$ cat src/rtl/ppu_oam_port.sv
// OAM port: OAMADDR/OAMDATA CPU access, render-time write corruption,
// burst DMA write channel and a registered render-side read port.
module ppu_oam_port #(
    parameter int DATA_W       = 8,
    parameter int ADDR_W       = 8,
    parameter int ATTR_MASK_EN = 1,
    parameter int RENDER_BUMP  = 4
) (
    input  logic              clk,
    input  logic              rst,
    input  logic              oamaddr_write_en,
    input  logic [ADDR_W-1:0] oamaddr_in,
    input  logic              oamdata_write_en,
    input  logic [DATA_W-1:0] oamdata_in,
    input  logic              oamdata_read_en,
    output logic [DATA_W-1:0] oamdata_out,
    output logic              oamdata_read_valid,
    output logic              oamdata_write_complete,
    output logic [ADDR_W-1:0] oamaddr_out,
    input  logic              rendering,
    input  logic              dma_start,
    input  logic              dma_valid,
    input  logic [DATA_W-1:0] dma_data,
    output logic              dma_ready,
    output logic              dma_busy,
    output logic              dma_done,
    input  logic [ADDR_W-1:0] ppu_rd_addr,
    output logic [DATA_W-1:0] ppu_rd_data
);

    localparam int unsigned DEPTH = 2 ** ADDR_W;
    localparam logic [ADDR_W-1:0] ADDR_ONE  = ADDR_W'(1);
    localparam logic [ADDR_W-1:0] ADDR_BUMP = ADDR_W'(RENDER_BUMP);

    typedef enum logic [0:0] {
        ST_IDLE = 1'b0,
        ST_DMA  = 1'b1
    } state_t;

    state_t            state;
    logic [ADDR_W-1:0] oamaddr;
    logic [ADDR_W-1:0] dma_count;
    logic [DATA_W-1:0] mem [0:DEPTH-1];

    logic              mem_we;
    logic [DATA_W-1:0] mem_wdata;

    // Attribute bytes (addr[1:0]==2) have unimplemented bits [4:2] that read as 0.
    function automatic logic [DATA_W-1:0] attr_mask(input logic [ADDR_W-1:0] a,
                                                    input logic [DATA_W-1:0] d);
        logic [DATA_W-1:0] m;
        m = d;
        if (ATTR_MASK_EN != 0 && DATA_W == 8 && a[1:0] == 2'd2) begin
            for (int unsigned b = 2; b <= 4; b++) begin
                if (b < DATA_W) m[b] = 1'b0;
            end
        end
        return m;
    endfunction

    always_comb begin
        mem_we    = 1'b0;
        mem_wdata = oamdata_in;
        if (state == ST_DMA) begin
            mem_we    = dma_valid;
            mem_wdata = dma_data;
        end else if (!dma_start && !oamaddr_write_en && oamdata_write_en && !rendering) begin
            mem_we = 1'b1;
        end
    end

    always_ff @(posedge clk) begin
        if (!rst && mem_we) mem[oamaddr] <= attr_mask(oamaddr, mem_wdata);
    end

    always_ff @(posedge clk) begin
        if (rst) begin
            state                  <= ST_IDLE;
            oamaddr                <= '0;
            dma_count              <= '0;
            oamdata_out            <= '0;
            oamdata_read_valid     <= 1'b0;
            oamdata_write_complete <= 1'b0;
            dma_ready              <= 1'b0;
            dma_busy               <= 1'b0;
            dma_done               <= 1'b0;
            ppu_rd_data            <= '0;
        end else begin
            oamdata_read_valid     <= 1'b0;
            oamdata_write_complete <= 1'b0;
            dma_done               <= 1'b0;
            ppu_rd_data            <= mem[ppu_rd_addr];

            if (oamdata_read_en) begin
                oamdata_read_valid <= 1'b1;
                oamdata_out        <= mem[oamaddr];
            end

            case (state)
                ST_IDLE: begin
                    if (dma_start) begin
                        state     <= ST_DMA;
                        dma_count <= '0;
                        dma_ready <= 1'b1;
                        dma_busy  <= 1'b1;
                    end else if (oamaddr_write_en) begin
                        oamaddr <= oamaddr_in;
                    end else if (oamdata_write_en) begin
                        oamdata_write_complete <= 1'b1;
                        oamaddr <= rendering ? oamaddr + ADDR_BUMP : oamaddr + ADDR_ONE;
                    end
                end
                ST_DMA: begin
                    if (dma_valid) begin
                        oamaddr   <= oamaddr + ADDR_ONE;
                        dma_count <= dma_count + ADDR_ONE;
                        if (dma_count == '1) begin
                            state     <= ST_IDLE;
                            dma_done  <= 1'b1;
                            dma_ready <= 1'b0;
                            dma_busy  <= 1'b0;
                        end
                    end
                end
                default: state <= ST_IDLE;
            endcase
        end
    end

    assign oamaddr_out = oamaddr;

endmodule
$ cat config.mk
export PLATFORM = sky130hd
export DESIGN_NAME = ppu_oam_port
export DESIGN_NICKNAME = d
export VERILOG_FILES = /design/src/rtl/ppu_oam_port.sv
export SDC_FILE = /design/constraint.sdc
export NUM_CORES = 2
export LEC_CHECK = 0
export ABC_CLOCK_PERIOD_IN_PS = 12650
export CAP_MARGIN = 0
export CORE_ASPECT_RATIO = 1.1
export CORE_MARGIN = 5
export CORE_UTILIZATION = 35
export CTS_CLUSTER_SIZE = 25
export DETAILED_ROUTE_END_ITERATION = 10
export HOLD_SLACK_MARGIN = 0.05
export PLACE_DENSITY = 0.59
export SYNTH_ARGS = -nofsm -noshare
export SYNTH_HDL_FRONTEND = slang
export SYNTH_SLANG_ARGS = --single-unit
export TNS_END_PERCENT = 5
$ cat constraint.sdc
create_clock -name clk -period 12.65 [get_ports clk]
set_clock_uncertainty 0.05 [all_clocks]
set_input_delay 1.8975 -clock clk [delete_from_list [all_inputs] [get_ports clk]]
set_output_delay 1.8975 -clock clk [all_outputs]
set_load 0.02 [all_outputs]
Yosys cells after proc, flatten, opt, wreduce, memory -nomap -nowiden

Memory sizes are Yosys's and may differ from the RTL's. A register that Yosys moved wholly into a read port is not among the register bits.
Index checks and enable logic that the tools add are counted.

Add/sub/neg operators: 3
Eq/ne operators: 7
Mux-type cells: 27
Bitwise logic cells: 2
Reductions and logical operators: 13

Operators with widths:

| kind                                                            | number |
|---|---|
| 8-bit two-way mux                                               | 8 |
| 8-bit one-hot mux with 2 select lines                           | 2 |
| 8-bit by 1-bit adder with 8-bit output, second input constant   | 2 |
| 1-bit two-way mux                                               | 13 |
| 8-bit by 3-bit adder with 8-bit output, second input constant   | 1 |
| 8-bit == test, second input constant                            | 1 |
| 3-bit two-way mux                                               | 2 |
| 2-bit != test, second input constant                            | 3 |
| 3-bit AND reduction                                             | 2 |
| 1-bit logical AND                                               | 4 |
| 1-bit zero test                                                 | 4 |
| 1-bit one-hot mux with 2 select lines                           | 2 |
| 4-bit OR reduction                                              | 1 |
| 3-bit != test, second input constant                            | 1 |
| 3-bit OR reduction                                              | 1 |
| 2-bit == test, second input constant                            | 1 |
| 2-bit by 1-bit != test with 1-bit output, second input constant | 1 |
| 1-bit NOT                                                       | 2 |
| 2-bit AND reduction                                             | 1 |

Register bits: 21
RAM bits: 2048
Bits of input ports: 40
Output and inout bits: 29
Logic and storage cells: 60
Memories kept: 1

Memories:

| memory | words | bits a word | read ports | clocked after Yosys merged registers in | wr ports | line | RTL |
|---|---|---|---|---|---|---|---|
| mem    | 256   | 8           | 2          | 2                                       | 1        | 43   | `logic [DATA_W-1:0] mem [0:DEPTH-1];` |

Logic depth before layout (Yosys ltp)

Depth after elaboration: 9
Gate-level depth with buffers: 13

Worst setup path before layout

OpenSTA, ideal clock, no wires.

Path kind: reg2reg
Start point: register oamaddr[0] (netlist: oamaddr_out[0])
End point: memory mem[0][2] (data pin)
Arrival time: 7866 ps
Data required time: 11210 ps
Path slack: 3344 ps
Stages on the path, launching flop included: 11
Clock period less this slack: 9306 ps
Cells stage by stage: dfxtp_1 buf_6 buf_12 buf_6 buf_6 buf_6 buf_6 buf_6 inv_1 ha_1 nor2_1

Longest elaborated chain between the ends: 3

RTL lines:

| element                  | line | RTL |
|---|---|---|
| start: declaration       | 41   | `logic [ADDR_W-1:0] oamaddr;` |
| start signal: assignment | 107  | `oamaddr <= oamaddr_in;` |
| start signal: assignment | 110  | `oamaddr <= rendering ? oamaddr + ADDR_BUMP : oamaddr + ADDR_ONE;` |
| start signal: assignment | 115  | `oamaddr <= oamaddr + ADDR_ONE;` |
| 2-bit == test            | 53   | `if (ATTR_MASK_EN != 0 && DATA_W == 8 && a[1:0] == 2'd2) begin` |
| 3-bit two-way mux        | 53   |  |
| 3-bit two-way mux        | 73   | `if (!rst && mem_we) mem[oamaddr] <= attr_mask(oamaddr, mem_wdata);` |
| end: declaration         | 43   |  |

No other way between the ends. The select of a mux whose other input is x is not followed.

==> impl_metrics.toml <==
[status]
status = "finished, violations left"
violations = "max-capacitance violations"

[route]
postRouteAntennaNets = 0
drc = 0
viasPerCell = 6.230
wl_per_cell_um = 37.37
drtIter0Drc = 7438
via_count = 53823
drt_wl_total_um = 322800
drtPass1Iterations = 6

[timing]
fin_crit_ns = 5.950
hold_slack_ns = 0.4425
slew_violations = 0
hold_viol = 0
timing.slew.headroom_pct = 0.1103
final.period_utilization_pct = 47.04
fmax_ghz = 0.1681
grt_setup_unrepaired = "false"
setup_viol = 0
tightest_slew_ns = 1.495
setup_tns_ns = 0

[yosys]
ys_seq_area_share_pct = 63.77
synth_area_per_cell_sq_um = 20.66
synth_area_leaders = "edfxtp_1, mux4_2, nor2_1"
yosys.area.top_type = "edfxtp_1"
yosys.area.top_type_share_pct = 63.02
yosys_warnings = 0
async_reset_ff_share_pct = 0
syn_nets = 4772
yosys_register_bits = 2085
syn_inst = 4723
syn_area_sq_mm = 0.09759
ys_types = 69
synthFlopType = "edfxtp_1"
synth_edf_count = 2048

[setup_path]
crit_top_cell = "buf_4"
path_max_fanout = 73
path_class = "reg2reg"
slowest_delay_ns = 0.95
critical_path.cell_chain = "buf_4 -> buf_12 -> buf_4 -> mux4_2 -> mux2i_1 -> o32a_1 -> o21ai_0 -> nor4_1 -> a311oi_1"
cp-start-kind = "flop"
r2r_setup_slack_ns = 6.70
rr_worst_depth = 9
cp_slowest_cell = "dfxtp_4"
crit_required_ns = 13.32
worstPathArrival_ns = 6.62
end_kind = "flop"

[clocking]
clk_pin_slew_ns = 0.07
ctsResizeCount = 0
cts.sinks = 2085
cts-htree-levels = 4
numCtsBuffers = 216
cts_buffer_depth = 3
cts_tree = "yes"
ctsRootBufferMaster = "clkbuf_16"
cts_hold_buf = 0
clk_latency_ns = 0.89
post_cts_buffers = 0

[layout]
syn2layout_area_growth_pct = 12.11
fin_nets = 4801
drive_above_1_share_pct = 35.40
final-instance-count-excl-fill = 8639
fin_area_sq_mm = 0.1094
fill_cells = 24700
multi_input_area_sq_mm = 0.03346
final-seq-area_sq_mm = 0.06226

[grt]
grt_max_degree = 254
antenna_found_initial = 15
grt_pass1_wl_um = 447500
globalRouteOverflowTotal = 0
grt_pass1_vias = 54099
grtUsageTotal_pct = 21.97

[hold_path]
hp-class = "reg2reg"
hold_depth = 2

[power]
vdd_drop_max_uv = 141.0
p_leak_nw = 32.62
finalPower_mw = 16.06
powerDensity_mw_per_mm2 = 146.7

[die]
die_h_um = 563.8
dieArea_sq_mm = 0.2895
start_util_pct = 35.12
io_pins = 69
rows = 203
core_sq_mm = 0.2779
die_x_um = 513.5

[placement]
placed_cell_area_sq_mm = 0.1023
hpwl_um = 207700
place_congestion = 0.8814
io_buffers = 68
place_inst = 8224

[job]
drv_cap = 1
==> logic make-up after synthesis <==
kind of cell	Yosys count	share of synthesized area [%]
DFF	2085	63.77
muxes	1359	29.41
and+or+nand+nor	643	2.910
buffers and inverters	395	2.123
AOI/OAI and AO/OA	230	1.646
adders and majority gates	9	0.1154
xor gates and xnor gates	2	0.01795
==> Yosys cell counts (14+ instances only) <==
library cell	n
nand3_1	35
dfxtp_1	37
mux2_2	40
buf_1	35
o22ai_1	14
nand4_1	28
mux2i_1	116
o21ai_0	34
nor3_1	27
mux4_2	1203
buf_2	101
a21oi_1	39
nor2b_1	25
nand2_1	132
buf_4	31
nor2_1	330
edfxtp_1	2048
a211oi_1	14
a22oi_1	33
clkbuf_1	178
buf_6	30
==> sequential cells by signal, indices dropped and copies added (netlist names) <==
signal / count
state: 1
oamdata_out: 8
oamaddr_out: 8
mem: 2048
dma_done: 1
dma_busy: 1
oamdata_read_valid: 1
ppu_rd_data: 8
oamdata_write_complete: 1
dma_count: 8
==> per-stage QoR <==
stage	setup slack (ns)	utilization, %
after CTS	6.652	39.37
after floorplan	3.344	-
after global routing	6.436	39.37
final	6.700	39.38
after global placement	5.609	36.80
after detailed placement	5.880	36.80
==> critical path, delay by kind of cell, from the launching register on <==
kind,cells,cell delay [ns]
AO/OA/AOI/OAI,3,0.85
buffers and inverters,3,1.80
flip-flops,1,0.95
multiplexers,2,1.11
AND/OR/NAND/NOR,1,0.68
==> cell usage in the layout, fill, tap and decap left out, types with 9 or more instances in the layout <==
cell type        instances
a211oi_1                14
nand2_1                132
dfxtp_1                 28
o21ai_0                 33
nor2_2                  11
bufinv_16               22
clkinvlp_4              14
nor2_1                 316
diode_2                  9
mux4_2                1203
nand3_1                 31
clkinv_1                37
mux2_2                  35
a311oi_1                11
a31oi_1                 12
nor3_1                  27
buf_4                  109
ha_1                     9
nor2b_1                 24
edfxtp_1              2048
clkdlybuf4s50_1         61
a22oi_1                 33
o22ai_1                 14
and2_1                  12
and3_1                  10
nand4_1                 28
a21oi_1                 39
clkbuf_1                42
mux2i_1                116
buf_12                  19
clkinv_2                49
clkbuf_16              219
nor4_1                   9
==> where the power goes <==
part	internal [mW]	switching [mW]	total (mW)
sequential	7.71	0.0505	7.76
clock	3.67	2.81	6.47
combinational	0.693	1.13	1.82
==> path summary, 6_finish.rpt <==
check	endpoint	start
setup / recovery	oamdata_out[4]	oamaddr_out[0]
hold / removal	dma_count[7]	dma_count[7]
setup reg to reg	oamdata_out[4]	oamaddr_out[0]
hold reg to reg	dma_count[7]	dma_count[7]
==> area by class of cell <==
type	count	area share [%]
clock inverter	139	1.285
multi-input combinational	2243	30.58
clock buffer	267	5.228
tap	3690	4.220
sequential	2085	56.91
antenna	9	0.02058
timing repair buffer	195	1.716
inverter	11	0.04460
==> metal layers <==
layer  global-route usage (%)  share of wire [%]  up-vias
met5                        0              0.013        -
li1                         -                  -    20604
met1                    28.90                 37    29405
met3                    4.663                9.5      602
met4                    10.66                5.8        6
met2                    34.97                 47     3206
Note: power is estimated with default switching activity, not from simulation.
